--- src/rtl/imm_decode_queue.sv ---
// Decodes RV32I/RV64I immediates and branch/jump/AUIPC targets at push, then queues the results.
// One-cycle latency with no bypass; in_ready reflects queue space only, and a full queue stalls upstream.
module imm_decode_queue #(
    parameter int XLEN  = 32,
    parameter int DEPTH = 2
) (
    input  logic            clk,
    input  logic            rst,
    input  logic            flush,
    input  logic            in_valid,
    output logic            in_ready,
    input  logic [31:0]     in_instr,
    input  logic [XLEN-1:0] in_pc,
    output logic            out_valid,
    input  logic            out_ready,
    output logic [XLEN-1:0] out_imm,
    output logic [2:0]      out_imm_type,
    output logic [XLEN-1:0] out_target,
    output logic            out_illegal
);
    localparam int PW = (DEPTH > 1) ? $clog2(DEPTH) : 1;
    localparam int CW = $clog2(DEPTH + 1);

    localparam logic [2:0] T_NONE = 3'd0;
    localparam logic [2:0] T_I    = 3'd1;
    localparam logic [2:0] T_S    = 3'd2;
    localparam logic [2:0] T_B    = 3'd3;
    localparam logic [2:0] T_U    = 3'd4;
    localparam logic [2:0] T_J    = 3'd5;

    localparam logic [6:0] OPC_OP_IMM   = 7'b0010011;
    localparam logic [6:0] OPC_LOAD     = 7'b0000011;
    localparam logic [6:0] OPC_JALR     = 7'b1100111;
    localparam logic [6:0] OPC_STORE    = 7'b0100011;
    localparam logic [6:0] OPC_BRANCH   = 7'b1100011;
    localparam logic [6:0] OPC_LUI      = 7'b0110111;
    localparam logic [6:0] OPC_AUIPC    = 7'b0010111;
    localparam logic [6:0] OPC_JAL      = 7'b1101111;
    localparam logic [6:0] OPC_OP       = 7'b0110011;
    localparam logic [6:0] OPC_MISC_MEM = 7'b0001111;
    localparam logic [6:0] OPC_SYSTEM   = 7'b1110011;

    typedef struct packed {
        logic [XLEN-1:0] imm;
        logic [2:0]      imm_type;
        logic [XLEN-1:0] target;
        logic            illegal;
    } entry_t;

    logic [31:0]     raw_imm;
    logic [2:0]      dec_type;
    logic            dec_illegal;
    logic            dec_has_target;
    logic [XLEN-1:0] dec_imm;
    entry_t          dec_entry;
    entry_t          head;
    entry_t          mem [DEPTH];

    logic [PW-1:0]   wr_ptr;
    logic [PW-1:0]   rd_ptr;
    logic [CW-1:0]   count;
    logic            push;
    logic            pop;

    always_comb begin
        raw_imm        = '0;
        dec_type       = T_NONE;
        dec_illegal    = 1'b0;
        dec_has_target = 1'b0;
        case (in_instr[6:0])
            OPC_OP_IMM, OPC_LOAD, OPC_JALR: begin
                raw_imm  = {{20{in_instr[31]}}, in_instr[31:20]};
                dec_type = T_I;
            end
            OPC_STORE: begin
                raw_imm  = {{20{in_instr[31]}}, in_instr[31:25], in_instr[11:7]};
                dec_type = T_S;
            end
            OPC_BRANCH: begin
                raw_imm        = {{19{in_instr[31]}}, in_instr[31], in_instr[7],
                                  in_instr[30:25], in_instr[11:8], 1'b0};
                dec_type       = T_B;
                dec_has_target = 1'b1;
            end
            OPC_LUI: begin
                raw_imm  = {in_instr[31:12], 12'b0};
                dec_type = T_U;
            end
            OPC_AUIPC: begin
                raw_imm        = {in_instr[31:12], 12'b0};
                dec_type       = T_U;
                dec_has_target = 1'b1;
            end
            OPC_JAL: begin
                raw_imm        = {{11{in_instr[31]}}, in_instr[31], in_instr[19:12],
                                  in_instr[20], in_instr[30:21], 1'b0};
                dec_type       = T_J;
                dec_has_target = 1'b1;
            end
            OPC_OP, OPC_MISC_MEM, OPC_SYSTEM: ;
            default: dec_illegal = 1'b1;
        endcase
    end

    // U-type is sign-extended too, so one rule covers every format on RV64.
    always_comb begin
        dec_imm       = {XLEN{raw_imm[31]}};
        dec_imm[31:0] = raw_imm;
    end

    always_comb begin
        dec_entry.imm      = dec_imm;
        dec_entry.imm_type = dec_type;
        dec_entry.target   = dec_has_target ? (in_pc + dec_imm) : '0;
        dec_entry.illegal  = dec_illegal;
    end

    function automatic logic [PW-1:0] ptr_inc(input logic [PW-1:0] p);
        return (p == PW'(DEPTH - 1)) ? '0 : p + 1'b1;
    endfunction

    assign in_ready  = (count < CW'(DEPTH));
    assign out_valid = (count != '0);
    assign push      = in_valid && in_ready;
    assign pop       = out_valid && out_ready;
    assign head      = mem[rd_ptr];

    assign out_imm      = out_valid ? head.imm      : '0;
    assign out_imm_type = out_valid ? head.imm_type : T_NONE;
    assign out_target   = out_valid ? head.target   : '0;
    assign out_illegal  = out_valid ? head.illegal  : 1'b0;

    always_ff @(posedge clk) begin
        if (rst || flush) begin
            count  <= '0;
            wr_ptr <= '0;
            rd_ptr <= '0;
        end else begin
            if (push) wr_ptr <= ptr_inc(wr_ptr);
            if (pop)  rd_ptr <= ptr_inc(rd_ptr);
            if (push && !pop)      count <= count + 1'b1;
            else if (pop && !push) count <= count - 1'b1;
        end
    end

    // Slot contents are don't-care once pointers are cleared, so storage has no reset.
    always_ff @(posedge clk) begin
        if (push) mem[wr_ptr] <= dec_entry;
    end
endmodule

--- config.mk ---
export PLATFORM = sky130hd
export DESIGN_NAME = imm_decode_queue
export DESIGN_NICKNAME = d
export VERILOG_FILES = /design/src/rtl/imm_decode_queue.sv
export SDC_FILE = /design/constraint.sdc
export NUM_CORES = 1
export LEC_CHECK = 0
export ABC_AREA = 1
export BUFFER_PORTS_ARGS = -buffer_cell sky130_fd_sc_hd__buf_2
export CAP_MARGIN = 5
export CORE_ASPECT_RATIO = 1.2
export CORE_MARGIN = 5
export CORE_UTILIZATION = 35
export DETAILED_ROUTE_END_ITERATION = 7
export PLACE_DENSITY = 0.53
export SKIP_LAST_GASP = 1
export SLEW_MARGIN = 20
export SYNTH_ARGS = -nofsm -noshare
export SYNTH_HDL_FRONTEND = slang
export SYNTH_SLANG_ARGS = --single-unit
--- constraint.sdc ---
create_clock -name clk -period 8.8 [get_ports clk]
set_clock_uncertainty 0.15 [all_clocks]
set_input_delay 1.32 -clock clk [delete_from_list [all_inputs] [get_ports clk]]
set_output_delay 1.32 -clock clk [all_outputs]
set_load 0.02 [all_outputs]
# Word-level counts from Yosys, hierarchy flattened
# Memory sizes are Yosys's and may differ from the RTL's. A register that Yosys moved wholly into a read port is not among the register bits.
# Index checks and enable logic that the tools add are counted.
totals:
  word_cells: 51
  reg_bits: 4
  input_bits: 69
  mem_bits_rw: 136
  out_inout_bits: 70
  memories: 1
mem_list:
  columns: ["memory", "words", "width", "read_ports", "rd_ports_with_merged_regs", "wr", "line", "text"]
  rows:
  - ["mem", 2, 68, 1, 1, 1, "57", "entry_t mem [DEPTH];"]
op_classes:
  n_mux: 17
  n_reduce_logical: 13
  n_addsub: 5
  n_eq_ne: 11
  order_cmp: 1
op_table:
  columns: ["cell", "n"]
  rows:
  - ["$pmux 32 s5", 1]
  - ["$mux 32", 3]
  - ["$add 32x32->32", 1]
  - ["$eq 7x7->1 const B", 4]
  - ["$eq 7x6->1 const B", 3]
  - ["$pmux 3 s5", 1]
  - ["$eq 7x5->1 const B", 2]
  - ["$reduce_or 11->1", 1]
  - ["$mux 1", 9]
  - ["$eq 7x2->1 const B", 1]
  - ["$eq 7x4->1 const B", 1]
  - ["$reduce_or 3->1", 2]
  - ["$logic_and 1x1->1", 4]
  - ["$mux 2", 2]
  - ["$reduce_bool 2->1", 2]
  - ["$mux 3", 1]
  - ["$add 1x1->1 const B", 2]
  - ["$add 2x1->2 const B", 1]
  - ["$logic_not 1->1", 2]
  - ["$lt 2x2->1 const B", 1]
  - ["$reduce_or 2->1", 1]
  - ["$sub 2x1->2 const B", 1]
  - ["$logic_or 1x1->1", 1]

# Longest topological paths before layout
# Gate-level depths: netlist of the first run.
logic_depth:
  word_depth: 6
  mapped_depth: 22
  depth_no_buf: 21

# Least setup slack after synthesis of the first run
# No wires, ideal clock.
synth_path:
  kind: "input to register"
  startpoint: "input port in_valid"
  endpoint: "memory mem[1][0] (netlist bit), enable pin"
  path_buffers: 0
  stages: 2
  setup_slack_ns: 3.875
  arrival_ns: 4.279
  required_ns: 8.154
  setup_time_ns: 0.496
  cell_sequence: "nand2_1 nor2_1"
synth_via:
  elab_chain_len: 3
synth_rtl:
  columns: ["element", "line", "text"]
  rows:
  - ["start: declaration", "10", "input logic in_valid,"]
  - ["$logic_and 1x1->1", "124", "assign push = in_valid && in_ready;"]
  - ["$mux 1", "148", "if (push) mem[wr_ptr] <= dec_entry;"]
  - ["$mux 1 (implied by the code)", "148", null]
  - ["end: declaration", "57", null]
# Every way passes these cells.

==> results of run 1 <==
==> critical path, delay by kind of cell, from the launching register on <==
family	cells	cell delay, ns
buffers and inverters	4	1.75
AOI/OAI and AO/OA	1	0.33
and+or+nand+nor	1	0.09
DFF	1	0.31
==> cell usage after synthesis, drive strengths merged <==
cell type / n
nand2: 379
edfxtp: 136
inv: 119
a21oi: 110
nor2: 94
ha: 32
nand3: 32
o21ai: 29
clkbuf: 16
buf: 11
nor3: 10
xnor2: 6
dfxtp: 5
nand3b: 5
nor4: 4
o21bai: 4
a21o: 3
and2: 3
nand4: 2
or2: 2
fa: 1
o2111ai: 1
xor2: 1
==> final timing paths <==
| path | start | to |
|---|---|---|
| setup / recovery | flip-flop | out_target[29] |
| hold / removal | rd_ptr | flip-flop |
| setup reg to reg | count[1] | count[1] |
| hold reg to reg | rd_ptr | flip-flop |
==> cells by family (layout without fill, tap and decap cells) <==
family	after synthesis	count (layout)	share of synthesized area [%]
xor+xnor	7	7	0.745
compound gates	147	147	9.56
simple gates	531	531	26.7
fa+ha+maj	33	33	5.11
flops	141	141	50.8
buf+inv	146	294	7.04
==> registers in the layout (all words and copies together), names as in the netlist, named ones only <==
name and count:
count 2, rd_ptr 1, mem 136, wr_ptr 1
==> cell type report <==
| class | count | share of cell area [%] |
|---|---|---|
| well taps | 315 | 4.01 |
| clock inverters | 13 | 1.51 |
| flip-flops and latches | 141 | 42.6 |
| multi-input cells | 718 | 35.5 |
| inverters | 119 | 4.59 |
| repair buffers | 143 | 7.41 |
| clock buffers | 19 | 4.40 |
==> power breakdown <==
| part | internal, mW | total [mW] | switching [mW] |
|---|---|---|---|
| clock | 0.442 | 0.717 | 0.276 |
| sequential | 0.768 | 0.776 | 0.00755 |
| combinational | 0.0637 | 0.221 | 0.158 |
| total | 1.27 | 1.71 | 0.441 |
==> stage by stage <==
stage / instances / hold slack [ns] / setup WS (ns)
after floorplan: 1005 / 0.297 / 3.87
after global routing: 1468 / 0.358 / 4.15
after CTS: 1468 / 0.311 / 4.24
final: 1468 / 0.310 / 4.39
after global placement: 1436 / 0.296 / 3.96
after detailed placement: 1436 / 0.303 / 3.97
==> metal layers <==
metal / vias to the layer above / routed length [um] / global-route usage [%]
li1: 3554 / - / -
met1: 3299 / 11000 / 24.2
met2: 155 / 12800 / 33.6
met3: 30 / 900 / 3.23
met4: 0 / 524 / 5.84
met5: - / 0 / 0
==> reports/results.ini, run 1 <==
[logic_synthesis]
postSynthAreaPerCell_um2=8.19
syn_area_mm2=0.00823
synthesis.nets=1107
yosysTopAreaCell=edfxtp_1
postSynthCellCount=1005
synth_top_cell_area_share_pct=49.6
ys_warn_count=0
yosysSeqAreaShare_pct=50.8
synth_cell_types=36
synth_area_leaders=edfxtp_1 50%, nand2_1 17%, a21oi_1 6.4%
synth-seq-cells=141

[clocking]
cts_tree=done
cts_setup_buffers=0
cts_max_level=4
clock_latency_ns=0.42
ctsHoldBuffers=0
postCtsResizedCells=0
clockRootBuffer=clkbuf_16
path_clk_slew_ns=0.06
cts_buffers=17
clockBufferDepth=2
cts_sinks=141

[worst_setup_path]
critical_path.max_fanout=69
crit_slowest_cell=inv_2
end_kind=output pin
cp_common_cell=buf_4
crit_arrival_ns=2.94
max_stage_delay_ns=0.63
r2r_cells=9
worst_setup_path_start_kind=flip-flop
r2r_slack_ns=6.44
crit_path_cell_trace=buf_4 -> inv_2 -> buf_4 -> nand2_1 -> a21oi_1 -> buf_2
crit_required_ns=7.33
critical_path_class=flip-flop to output pin

[detailed_routing]
drc=0
drtIter0Drc=402
wl_mm=25.2
dr.pass1.iters=5
num_vias=7038
post_drt_wl_per_cell_um=17.2
drtAntennaViolNets=0
avgViaCountPerCell=4.79

[power_and_ir_drop]
peakVddDrop_mv=0.120
power_mw=1.71
power_density_mw_per_mm2=174
leakagePower_nw=4.49

[sta]
setup_viol=0
max_freq_ghz=0.227
slew-limit-headroom_pct=32.7
timing.final.crit_share_pct=50.2
hold_violations=0
rsz0062_at_grt=false
fin_crit_ns=4.41
setup-tns-final_ns=0
worstMarginPinSlew_ns=1.01
drv_slew=0

[die]
start_util_pct=35.5
num_rows=61
fp.coreArea_mm2=0.0232
dieHeight_um=178
die_area_mm2=0.0267
die_w_um=150
ios=139

[final_layout]
area_delta_synth_final_pct=19.4
multi_input_area_mm2=0.00349
nNetsFinal=1242
final_util_pct=42.4
regArea_mm2=0.00419
drive_above_1_share_pct=18.4
fill_cells=2435
layout_commonest_cell=nand2_1
antenna_cells=0
fin_area_mm2=0.00983
final_cell_mix=368 x nand2_1, 138 x buf_2, 136 x edfxtp_1

[worst_hold_path]
hold_path_class=flip-flop to flip-flop
whs_path_depth=2

[grt]
grt_pass1_vias=6887
grt_pass1_wl_mm=38.6
grt_use_total_pct=19.2
grt_max_degree=70
grt_overflow_total=0
antenna_found_initial=0

[place]
gp_congestion=0.892
io_buffers=138
place_area_mm2=0.00925
dp_hpwl_mm=18.5

[status]
outcome=finished clean

[job]
cap_viol_max_count=0

(Power assumes the default switching activity.)
==> run 2: changes to the inputs <==
- PLACE_DENSITY: 0.53 -> 0.55
- clock period: 8.8 -> 3.9 ns (I/O delays scaled with it)
==> reports/results.ini, run 2 (synthesis results as in run 1) <==
[worst_setup_path]
crit_slowest_cell=ha_1
crit_arrival_ns=3.55
crit_required_ns=3.96
critical_path_class=input pin to flip-flop
max_stage_delay_ns=0.52
reg2reg_from=count[0]
worst_setup_path_start_kind=input pin
critical_path.max_fanout=11
r2r_cells=8
crit_path_cell_trace=buf_2 -> nand2_2 -> inv_2 -> nand2_2 -> o21ai_2 -> a21oi_2 -> nand2_2 -> nand2_2 -> o21ai_0 -> ha_1 -> nand2_1 -> nor2_1 -> nand2_1 -> nor4_1 -> nand2_1 -> nand3_1 -> nand2_1 -> nor2_1
crit_end=mem[0][30]
r2r_slack_ns=1.65
end_kind=flip-flop
crit_start=in_instr[1]
worstReg2RegEnd=count[1]

[clocking]
cts_tree=done
clockRootBuffer=clkbuf_16
postCtsResizedCells=0
path_clk_slew_ns=0.06
clock_latency_ns=0.42
cts_setup_buffers=0
cts_sinks=141
cts_buffers=17
cts_max_level=4
ctsHoldBuffers=0
clockBufferDepth=2

[final_layout]
top_register=mem
nNetsFinal=1252
fill_cells=2396
largest_reg_flops=136
stdcell_count=1477
layout_commonest_cell=nand2_1
largestRegisters=mem (136), count (2)
area_delta_synth_final_pct=20.5
antenna_cells=0
final_cell_mix=368 x nand2_1, 138 x buf_2, 136 x edfxtp_1
drive_above_1_share_pct=18.9
final_util_pct=42.7

[grt]
grt_use_total_pct=18.9
grt_overflow_total=0
antenna_found_initial=0
grt_pass1_vias=6840
grt_max_degree=69
grt_pass1_wl_mm=37.8

[sta]
worstMarginPinSlew_ns=0.817
whs_ns=0.297
slew-limit-headroom_pct=45.6
rsz0062_at_grt=false
max_freq_ghz=0.286
drv_slew=0
hold_violations=0
fin_crit_ns=3.50
setup_viol=0
setup-tns-final_ns=0
fin_ws_ns=0.404
timing.final.crit_share_pct=89.7

[place]
dp_hpwl_mm=18.7
gp_congestion=0.919
io_buffers=138
dp.cells=1446
pre_cts_slack_ns=-0.0123

[die]
num_rows=61
dieHeight_um=178
fp.coreArea_mm2=0.0232
start_util_pct=35.5
die_area_mm2=0.0267
die_w_um=150
ios=139

[detailed_routing]
avgViaCountPerCell=4.76
dr.pass1.iters=4
post_drt_wl_per_cell_um=16.8
wl_mm=24.7
drtAntennaViolNets=0
drtIter0Drc=521
num_vias=7032
drc=0

[worst_hold_path]
hold_path_class=input pin to flip-flop

[power_and_ir_drop]
peakVddDrop_mv=0.299
power_frac_seq_pct=46.1
power_frac_comb_pct=13.4
power_density_mw_per_mm2=383
intPower_mw=2.81
switching_share_pct=25.9
leakagePower_nw=4.53
p_clk_share_pct=40.5
power_switching_mw=0.985

[status]
outcome=finished clean

[job]
cap_viol_max_count=0

run 2: changes by cell type in the layout (fill, tap and decap cells not counted), sizes merged:
cell,before,now
clkinv,8,5
inv,119,120
clkinvlp,2,5
bufinv,3,2
clkbuf,19,18
buf,143,153
run 2: final cells by class:
class                   count  area, um^2  area share (%)
multi-input cells         718        3490            35.2
clock buffers              18         429            4.33
repair buffers            153         841            8.48
well taps                 315         394            3.97
clock inverters            13         125            1.26
inverters                 119         452            4.55
flip-flops and latches    141        4190            42.2
run 2: power groups by stage:
stage / Clock, mW / Combinational (mW) / Sequential (mW)
CTS: 1.57 / 0.517 / 1.75
global placement: 0 / 0.515 / 1.78
detailed placement: 0 / 0.515 / 1.78
global route: 1.64 / 0.564 / 1.75
floorplan: 0 / 0.314 / 1.78
finish: 1.54 / 0.510 / 1.75
run 2: per-stage QoR:
| stage | area, um^2 | power, mW |
|---|---|---|
| final | 9920 | 3.80 |
| after global routing | 9920 | 3.96 |
| after CTS | 9920 | 3.84 |
| after detailed placement | 9360 | 2.30 |
| after global placement | 9360 | 2.29 |
| after floorplan | 8240 | 2.09 |
run 2: critical path, delay by kind of cell:
kind | cells | cell delay, ns
compound gates | 3 | 0.61
fa+ha+maj | 1 | 0.52
buf+inv | 2 | 0.17
simple gates | 12 | 1.66
run 2: metal layers:
layer	track usage, %	vias to the layer above	share of wire, %
li1	-	3574	-
met5	0	-	0
met3	3.25	27	4.6
met1	23.6	3263	42
met4	6.33	0	2.1
met2	33.1	168	51
run 2: worst min path at each step:
stage,to,start,depth (start not counted)
2_1_floorplan,flip-flop,rd_ptr,2
3_3_place_gp,rd_ptr,rd_ptr,2
3_5_place_dp,rd_ptr,rd_ptr,2
4_1_cts,count[0],rst,4
5_1_grt,count[0],rst,4
6_report,count[0],rst,4
==> run 3: changes to the inputs <==
- ABC_AREA: 1 -> default
==> reports/results.ini, run 3 <==
[final_layout]
layout_commonest_cell=buf_2
fill_cells=2020
largestRegisters=mem (136), count (2)
largest_reg_flops=136
drive_above_1_share_pct=33.7
antenna_cells=0
top_register=mem
final_cell_mix=138 x buf_2, 136 x edfxtp_1, 117 x buf_4
nNetsFinal=1018
final_util_pct=47.2
area_delta_synth_final_pct=33.0
stdcell_count=1203

[detailed_routing]
drtIter0Drc=289
num_vias=5996
post_drt_wl_per_cell_um=17.2
drtAntennaViolNets=0
wl_mm=20.6
drc=0
dr.pass1.iters=4
avgViaCountPerCell=4.98

[clocking]
cts_tree=done
cts_buffers=17
cts_max_level=4
cts_sinks=141
clock_latency_ns=0.42
clockBufferDepth=2
clockRootBuffer=clkbuf_16
path_clk_slew_ns=0.06

[place]
io_buffers=138
gp_congestion=0.877
dp.cells=1171
dp_hpwl_mm=16.0

[logic_synthesis]
synth_cell_types=58
synthTopCellsByCount=136 x edfxtp_1, 105 x nor2_1, 69 x mux2i_1
postSynthAreaPerCell_um2=11.4
synth_top_cell_area_share_pct=53.2
ys_warn_count=0
syn_area_mm2=0.00767
postSynthCellCount=672
synth-seq-cells=141
synthArstFlopShare_pct=0
synthesis.nets=774
yosysTopAreaCell=edfxtp_1
yosysMostFrequentCell=edfxtp_1
synth_edf_count=136
synthFlopType=edfxtp_1
synth_area_leaders=edfxtp_1 53%, mux2i_1 9.0%, ha_1 5.2%
yosysSeqAreaShare_pct=54.5

[grt]
grt_max_degree=38
grt_overflow_total=0
met2_usage_pct=29.0
antenna_found_initial=0
grt_pass1_wl_mm=31.9
busiest_layer=met2
grt_pass1_vias=5918
met3_usage_pct=2.83
grt_use_total_pct=16.5
grt_use_met1_pct=20.6

[power_and_ir_drop]
leakagePower_nw=4.46
peakVddDrop_mv=0.308
power_density_mw_per_mm2=384

[die]
start_util_pct=35.5
num_rows=59
ios=139
die_area_mm2=0.0250
die_w_um=145
fp.coreArea_mm2=0.0216
dieHeight_um=172

[worst_setup_path]
r2r_slack_ns=1.59
max_stage_delay_ns=0.41
reg2reg_from=count[1]
r2r_cells=3
crit_path_cell_trace=buf_2 -> nand2b_1 -> o21a_1 -> a2111oi_4 -> buf_4 -> and2_1 -> a21o_1 -> ha_1 -> a21oi_1 -> o21bai_1 -> a21o_1 -> a2111o_1 -> a31o_2 -> or3_1 -> a21oi_1
crit_required_ns=4.00
critical_path_class=input pin to flip-flop
worst_setup_path_start_kind=input pin
crit_arrival_ns=3.82
worstReg2RegEnd=mem[0][26]
crit_slowest_cell=a2111o_1
crit_buf_inv=2
critical_path.max_fanout=9
critPathTopFamily=compound AO/OA/AOI/OAI gates
path_depth=15
end_kind=flip-flop

[sta]
rsz0062_at_grt=false
slew-limit-headroom_pct=52.9
worstMarginPinSlew_ns=0.706
timing.final.crit_share_pct=95.2
drv_slew=0
fin_crit_ns=3.71
whs_ns=0.232
hold_violations=0
setup_viol=0
max_freq_ghz=0.269

[worst_hold_path]
hold_start=flush
hold_path_class=input pin to flip-flop
whs_path_depth=2

[status]
outcome=finished clean

[job]
cap_viol_max_count=0

==> run 3: routing by layer <==
| layer | up-vias | part of all wire, % |
|---|---|---|
| li1 | 3002 | - |
| met1 | 2853 | 44 |
| met2 | 118 | 51 |
| met3 | 23 | 3.5 |
| met4 | 0 | 1.7 |
| met5 | - | 0 |
==> run 3: worst max-delay path by stage <==
stage	endpoint	from
3_3_place_gp	mem[0][29]	in_instr[5]
4_1_cts	mem[1][29]	in_instr[5]
6_report	mem[1][32]	in_instr[5]
2_1_floorplan	mem[0][32]	in_instr[6]
5_1_grt	mem[1][32]	in_instr[5]
3_5_place_dp	mem[1][29]	in_instr[5]
==> run 3: final cells by class <==
class	count	area [um^2]	area share, %
sequential	141	4190	41.0
multi-input combinational	483	3430	33.6
timing repair buffer	258	1630	16.0
clock buffer	20	437	4.28
tap	274	343	3.36
clock inverter	12	123	1.20
inverter	15	56.3	0.552
==> run 3: metrics by stage <==
| stage | setup TNS, ns | power (mW) | setup WS (ns) | cell area (um^2) |
|---|---|---|---|---|
| after global routing | 0 | 4.08 | 0.000988 | 10200 |
| after floorplan | 0 | 2.16 | 0.00781 | 7810 |
| after global placement | -3.16 | 2.42 | -0.267 | 9640 |
| after CTS | 0 | 3.96 | 0.204 | 10200 |
| after detailed placement | -4.07 | 2.43 | -0.234 | 9640 |
| final | 0 | 3.92 | 0.186 | 10200 |
==> run 3: cells by family (layout without fill, tap and decap cells) <==
| family | Yosys count | after routing | share of synthesized area [%] |
|---|---|---|---|
| multiplexers | 70 | 70 | 9.15 |
| AO/OA/AOI/OAI | 140 | 140 | 12.6 |
| buffers and inverters | 48 | 305 | 2.43 |
| XOR/XNOR | 26 | 26 | 2.97 |
| flip-flops | 141 | 141 | 54.5 |
| AND/OR/NAND/NOR | 214 | 214 | 12.8 |
| adder cells (fa/ha/maj) | 33 | 33 | 5.48 |
==> run 3: what timing repair did <==
item / in CTS / in global routing
setup endpoints to repair: 0 / 8
gates resized for setup: 0 / 2
setup buffers: 0 / 0
hold buffers: 0 / 0
==> run 3: report_power, final <==
group          total, mW  internal [mW]  switching, mW
logic              0.629          0.248          0.381
clock network       1.53          0.933          0.600
registers           1.76           1.73         0.0255
total               3.92           2.91           1.01
